**config.mk**
```make
export PLATFORM = sky130hd
export DESIGN_NAME = game_display_ctrl
export DESIGN_NICKNAME = d
export VERILOG_FILES = /design/src/rtl/game_display_ctrl.sv
export SDC_FILE = /design/constraint.sdc
export NUM_CORES = 1
export LEC_CHECK = 0
export CORE_MARGIN = 2
export CORE_UTILIZATION = 51
export CTS_BUF_LIST = sky130_fd_sc_hd__clkbuf_4
export DETAILED_ROUTE_END_ITERATION = 16
export PLACE_DENSITY = 0.95
export SLEW_MARGIN = 10
export SYNTH_ARGS = -nofsm -noshare
export SYNTH_HDL_FRONTEND = slang
export SYNTH_SLANG_ARGS = --single-unit
```
**constraint.sdc**
```tcl
create_clock -name CLK50MHZ -period 8.4 [get_ports CLK50MHZ]
set_clock_uncertainty 0.05 [all_clocks]
set_input_delay 0.84 -clock CLK50MHZ [delete_from_list [all_inputs] [get_ports CLK50MHZ]]
set_output_delay 0.84 -clock CLK50MHZ [all_outputs]
set_load 0.01 [all_outputs]
```
**src/rtl/game_display_ctrl.sv**
```systemverilog
// ============================================================================
// Module      : game_display_ctrl
// Description : Countdown game round controller. Drives timer, current score
//               and high score for a 7-segment display. Optional OVER-state
//               display blinking is compiled in with `define OVER_BLINK_EN.
// Revision    : 1.0 - initial release
// ============================================================================
`default_nettype none

module game_display_ctrl #(
  parameter int CLK_HZ       = 50000000,
  parameter int GAME_SECONDS = 60,
  parameter int MAX_SCORE    = 99
) (
  input  logic        CLK50MHZ,
  input  logic        reset,
  input  logic        start,
  input  logic        hit,
  input  logic        stop,
  output logic [31:0] timer,
  output logic [31:0] currentScore,
  output logic [31:0] highScore,
  output logic        running,
  output logic        game_over,
  output logic        blank
);

  localparam int TICK_W = (CLK_HZ > 1) ? $clog2(CLK_HZ) : 1;

  localparam logic [1:0] c_IDLE = 2'd0;
  localparam logic [1:0] c_RUN  = 2'd1;
  localparam logic [1:0] c_OVER = 2'd2;

  localparam logic [TICK_W-1:0] c_TICK_MAX  = TICK_W'(CLK_HZ - 1);
  localparam logic [6:0]        c_GAME_SECS = 7'(GAME_SECONDS);
  localparam logic [6:0]        c_MAX_SCORE = 7'(MAX_SCORE);

  logic [1:0]        r_state;
  logic [1:0]        w_state_nxt;
  logic [TICK_W-1:0] r_tick;
  logic [6:0]        r_timer;
  logic [6:0]        r_score;
  logic [6:0]        r_high;
  logic [6:0]        w_score_nxt;
  logic              w_wrap;
  logic              w_timeout;
  logic              w_score_inc;

  assign w_wrap      = (r_tick == c_TICK_MAX);
  assign w_timeout   = (r_state == c_RUN) && w_wrap && (r_timer == 7'd1);
  assign w_score_inc = (r_state == c_RUN) && hit && (r_score < c_MAX_SCORE);
  assign w_score_nxt = r_score + 7'(w_score_inc);

  // State register
  always_ff @(posedge CLK50MHZ) begin
    if (reset) begin
      r_state <= c_IDLE;
    end else begin
      r_state <= w_state_nxt;
    end
  end

  // Next-state logic: start beats stop, stop beats timeout
  always_comb begin
    w_state_nxt = r_state;
    case (r_state)
      c_IDLE: begin
        if (start) w_state_nxt = c_RUN;
      end
      c_RUN: begin
        if (start)          w_state_nxt = c_RUN;
        else if (stop)      w_state_nxt = c_OVER;
        else if (w_timeout) w_state_nxt = c_OVER;
      end
      c_OVER: begin
        if (start) w_state_nxt = c_RUN;
      end
      default: w_state_nxt = c_IDLE;
    endcase
  end

  // Round datapath; stop freezes the timer on the cycle it aborts the round
  always_ff @(posedge CLK50MHZ) begin
    if (reset) begin
      r_tick  <= '0;
      r_timer <= '0;
      r_score <= '0;
      r_high  <= '0;
    end else if (start) begin
      r_tick  <= '0;
      r_timer <= c_GAME_SECS;
      r_score <= '0;
    end else if (r_state == c_RUN) begin
      r_score <= w_score_nxt;
      if (!stop) begin
        r_tick <= w_wrap ? '0 : r_tick + TICK_W'(1);
        if (w_wrap) r_timer <= r_timer - 7'd1;
      end
      if (w_state_nxt == c_OVER && w_score_nxt > r_high) begin
        r_high <= w_score_nxt;
      end
    end
  end

  // Output decode
  always_comb begin
    running      = (r_state == c_RUN);
    game_over    = (r_state == c_OVER);
    timer        = {25'd0, r_timer};
    currentScore = {25'd0, r_score};
    highScore    = {25'd0, r_high};
  end

`ifdef OVER_BLINK_EN
  localparam int BLINK_DIV = (CLK_HZ / 4 > 0) ? CLK_HZ / 4 : 1;
  localparam int BLINK_W   = (BLINK_DIV > 1) ? $clog2(BLINK_DIV) : 1;
  localparam logic [BLINK_W-1:0] c_BLINK_MAX = BLINK_W'(BLINK_DIV - 1);

  logic [BLINK_W-1:0] r_blink_cnt;
  logic               r_blank;

  // Counting only while staying in OVER makes entry and exit both clear blank
  always_ff @(posedge CLK50MHZ) begin
    if (reset) begin
      r_blink_cnt <= '0;
      r_blank     <= 1'b0;
    end else if (r_state == c_OVER && w_state_nxt == c_OVER) begin
      if (r_blink_cnt == c_BLINK_MAX) begin
        r_blink_cnt <= '0;
        r_blank     <= ~r_blank;
      end else begin
        r_blink_cnt <= r_blink_cnt + BLINK_W'(1);
      end
    end else begin
      r_blink_cnt <= '0;
      r_blank     <= 1'b0;
    end
  end

  assign blank = r_blank;
`else
  assign blank = 1'b0;
`endif

endmodule

`default_nettype wire

```
==> flow_metrics.tcl <==
set metrics [dict create \
    status "finished, final reports clean" \
    startpoint "r_state[1]$_SDFF_PP0_" \
    synth_flop_cell "dfxtp_1" \
    hold_viol_final 0 \
    p_leak_nw 1.25 \
    rsz0062_at_grt "no" \
    fmax_ghz 0.256 \
    critPathMaxFanout 13 \
    dp.cells 465 \
    final_nets 414 \
    maxCapViolations 0 \
    gr-total-overflow 0 \
    grt_pass1_wl_um 9340 \
    drc 0 \
    synth.area.top_cells "dfxtp_1 (31%), buf_4 (19%), xor2_1 (6.2%), ha_1 (4.8%), nor2_1 (3.7%)" \
    synth.top_cell.area_share 0.315 \
    synth_top_cell_by_area "dfxtp_1" \
    grt_use_met2 0.311 \
    rows 28 \
    post_cts_resized 0 \
    arrival_ns 4.16 \
    hold-worst-slack_ns 0.428 \
    required_ns 8.66 \
    slew_headroom 0.382 \
    path_clk_slew_ns 0.15 \
    min_period_ns 3.91 \
    ir_worst_vdd_mv 0.0941 \
    drv_slew 0 \
    ys_ff_latch 49 \
    port_buffers 27 \
    synth_top_family_by_area "simple AND/OR/NAND/NOR gates" \
    grtUsageTotal 0.175 \
    min_period_over_period 0.465 \
    syn_to_final_growth_pct 2.17 \
    cts.sinks 49 \
    syn_avg_cell_area_sq_um 8.22 \
    crit_path_end "r_high[6]$_SDFFE_PP0P_" \
    path_class "reg2reg" \
    yosys.area_share.simple 0.234 \
    io_pins 104 \
    first_pass_iters 4 \
    powerDensity_mw_per_mm2 131 \
    met3_usage 0.0315 \
    yosysWarnings 0 \
    synth_cells 379 \
    reg2reg_slack_ns 4.49 \
    hp-class "reg2reg" \
    antenna_found_initial 0 \
    die-area_sq_mm 0.00675 \
    use_met1 0.210 \
    async_reset_ff_frac 0 \
    cts_root_buffer "clkbuf_4" \
    top_usage_layer "met2" \
    drtAntennaViolNets 0 \
    drt-initial-drc-count 121 \
    worst_pin_slew_ns 0.927 \
    cts_tree "done" \
    synth_edf_count 0 \
    synthAdderAreaFrac 0.0482 \
    synth_common_cells "buf_4 (80), dfxtp_1 (49), nor2_1 (31), nand2_1 (25)" \
    yosysMostFrequentCell "buf_4" \
    coreArea_sq_mm 0.00592 \
    postCtsHoldBufs 0 \
    cts_setup_buffers 0 \
    crit_path_start_kind "flip-flop" \
    synth_cell_types 41 \
    dpl.hpwl_um 4130 \
    syn_area_sq_mm 0.00311 \
    finalSetupViolCount 0 \
    fin_cells 473 \
    clock_latency_ns 0.38 \
    clockBufferDepth 2 \
    cts_buffers 5 \
    wl_um 5580 \
    vias 2327 \
    seq_area_frac_synth 0.315 \
    die_w_um 82.1 \
    rr_worst_depth 15 \
    gp_congestion 0.902 \
    start_util 0.526 \
    synth_compound_area_frac 0.0727 \
    diodes 0 \
    grt_max_degree 27 \
    dieHeight_um 82.1 \
    drive_gt1_frac 0.0377 \
    tns_ns 0 \
    regToRegEndpoint "r_high[6]$_SDFFE_PP0P_" \
    r2r-start "r_state[1]$_SDFF_PP0_" \
    grt_pass1_vias 2137 \
    synth.area.mux_share 0 \
    h-tree-depth 2 \
    via_per_inst 4.92 \
    synth-xor-area-share 0.0984 \
    post_drt_wl_per_cell_um 11.8 \
    cp-end-kind "flip-flop" \
]
[layout make-up]
class / count / area [sq um]
clock buffers: 5 / 37.5
fillers: 538 / 2740
flip-flops and latches: 49 / 981
inverters: 15 / 56.3
repair buffers: 27 / 270
clock inverters: 3 / 46.3
multi-input cells: 299 / 1700
well taps: 75 / 93.8
[sequential cells by signal, summed over array words and instances, names as in the netlist]
name and flops:
r_high 7, r_score 7, r_timer 7, r_tick 26
r_state 2
[layer usage]
layer  vias to the layer above  part of all wire
li1                       1157                 -
met1                      1086              0.42
met2                        74              0.52
met3                        10             0.048
met4                         0             0.015
met5                         -                 0
[per-stage QoR]
step           cell area [sq um]  worst slack [ns]   util  power, mW
2_1_floorplan               3400              5.11      -      0.299
3_3_place_gp                3100              4.53  0.523      0.279
3_5_place_dp                3100              4.30  0.523      0.280
4_1_cts                     3180              4.55  0.537      0.422
5_1_grt                     3180              4.12  0.537      0.438
6_report                    3180              4.49  0.537      0.418
[logic make-up after synthesis]
group	after synthesis
adder cells (fa/ha/maj)	12
buffers and inverters	106
AO/OA/AOI/OAI	40
other	1
XOR/XNOR	35
AND/OR/NAND/NOR	136
flip-flops	49
[worst min path at each step]
stage	depth (start not counted)	slack [ns]	to	start
after floorplan	1	0.37	r_state[0]$_SDFF_PP0_	r_state[1]$_SDFF_PP0_
after global placement	1	0.39	r_state[0]$_SDFF_PP0_	r_state[1]$_SDFF_PP0_
after detailed placement	1	0.40	r_state[0]$_SDFF_PP0_	r_state[1]$_SDFF_PP0_
after CTS	1	0.43	r_state[0]$_SDFF_PP0_	r_state[1]$_SDFF_PP0_
after global routing	1	0.45	r_state[0]$_SDFF_PP0_	r_state[1]$_SDFF_PP0_
final	1	0.43	r_state[0]$_SDFF_PP0_	r_state[1]$_SDFF_PP0_
[critical path, cell delays in order (launching register included)]
cell	delay [ns]
dfxtp_1	0.34
nand2b_1	0.27
inv_1	0.40
nand2_1	0.11
a31oi_1	0.19
ha_1	0.23
ha_1	0.24
and3_1	0.21
nand3_1	0.10
xnor2_1	0.22
ha_1	0.28
and3_1	0.22
a221o_1	0.32
o21ai_1	0.40
nor3_1	0.09
nor3_1	0.17
[layout by cell type (no fill, tap or decap), types with 2 or more instances in the layout]
cell type        count
and2_1               3
a31oi_1              2
xnor2_1             13
nor2b_1              5
a211oi_1             3
and4_1               6
ha_1                12
nand3_1             20
and3_1               6
nor2_1              31
dfxtp_1             49
nand4_1              9
nand2b_1             2
nor3_1              14
xor2_1              22
o21ai_0              6
or3_1                5
conb_1              76
a21oi_1             22
clkbuf_4             5
clkdlybuf4s50_1     27
inv_1               15
nand2_1             25
o21ai_1              3
[power breakdown]
part | switching (mW) | total (mW) | internal [mW]
registers | 0.00253 | 0.237 | 0.235
logic | 0.0294 | 0.0387 | 0.00927
clock network | 0.0793 | 0.142 | 0.0631
total | 0.111 | 0.418 | 0.307
No activity file was read; power rests on OpenSTA's default activity.
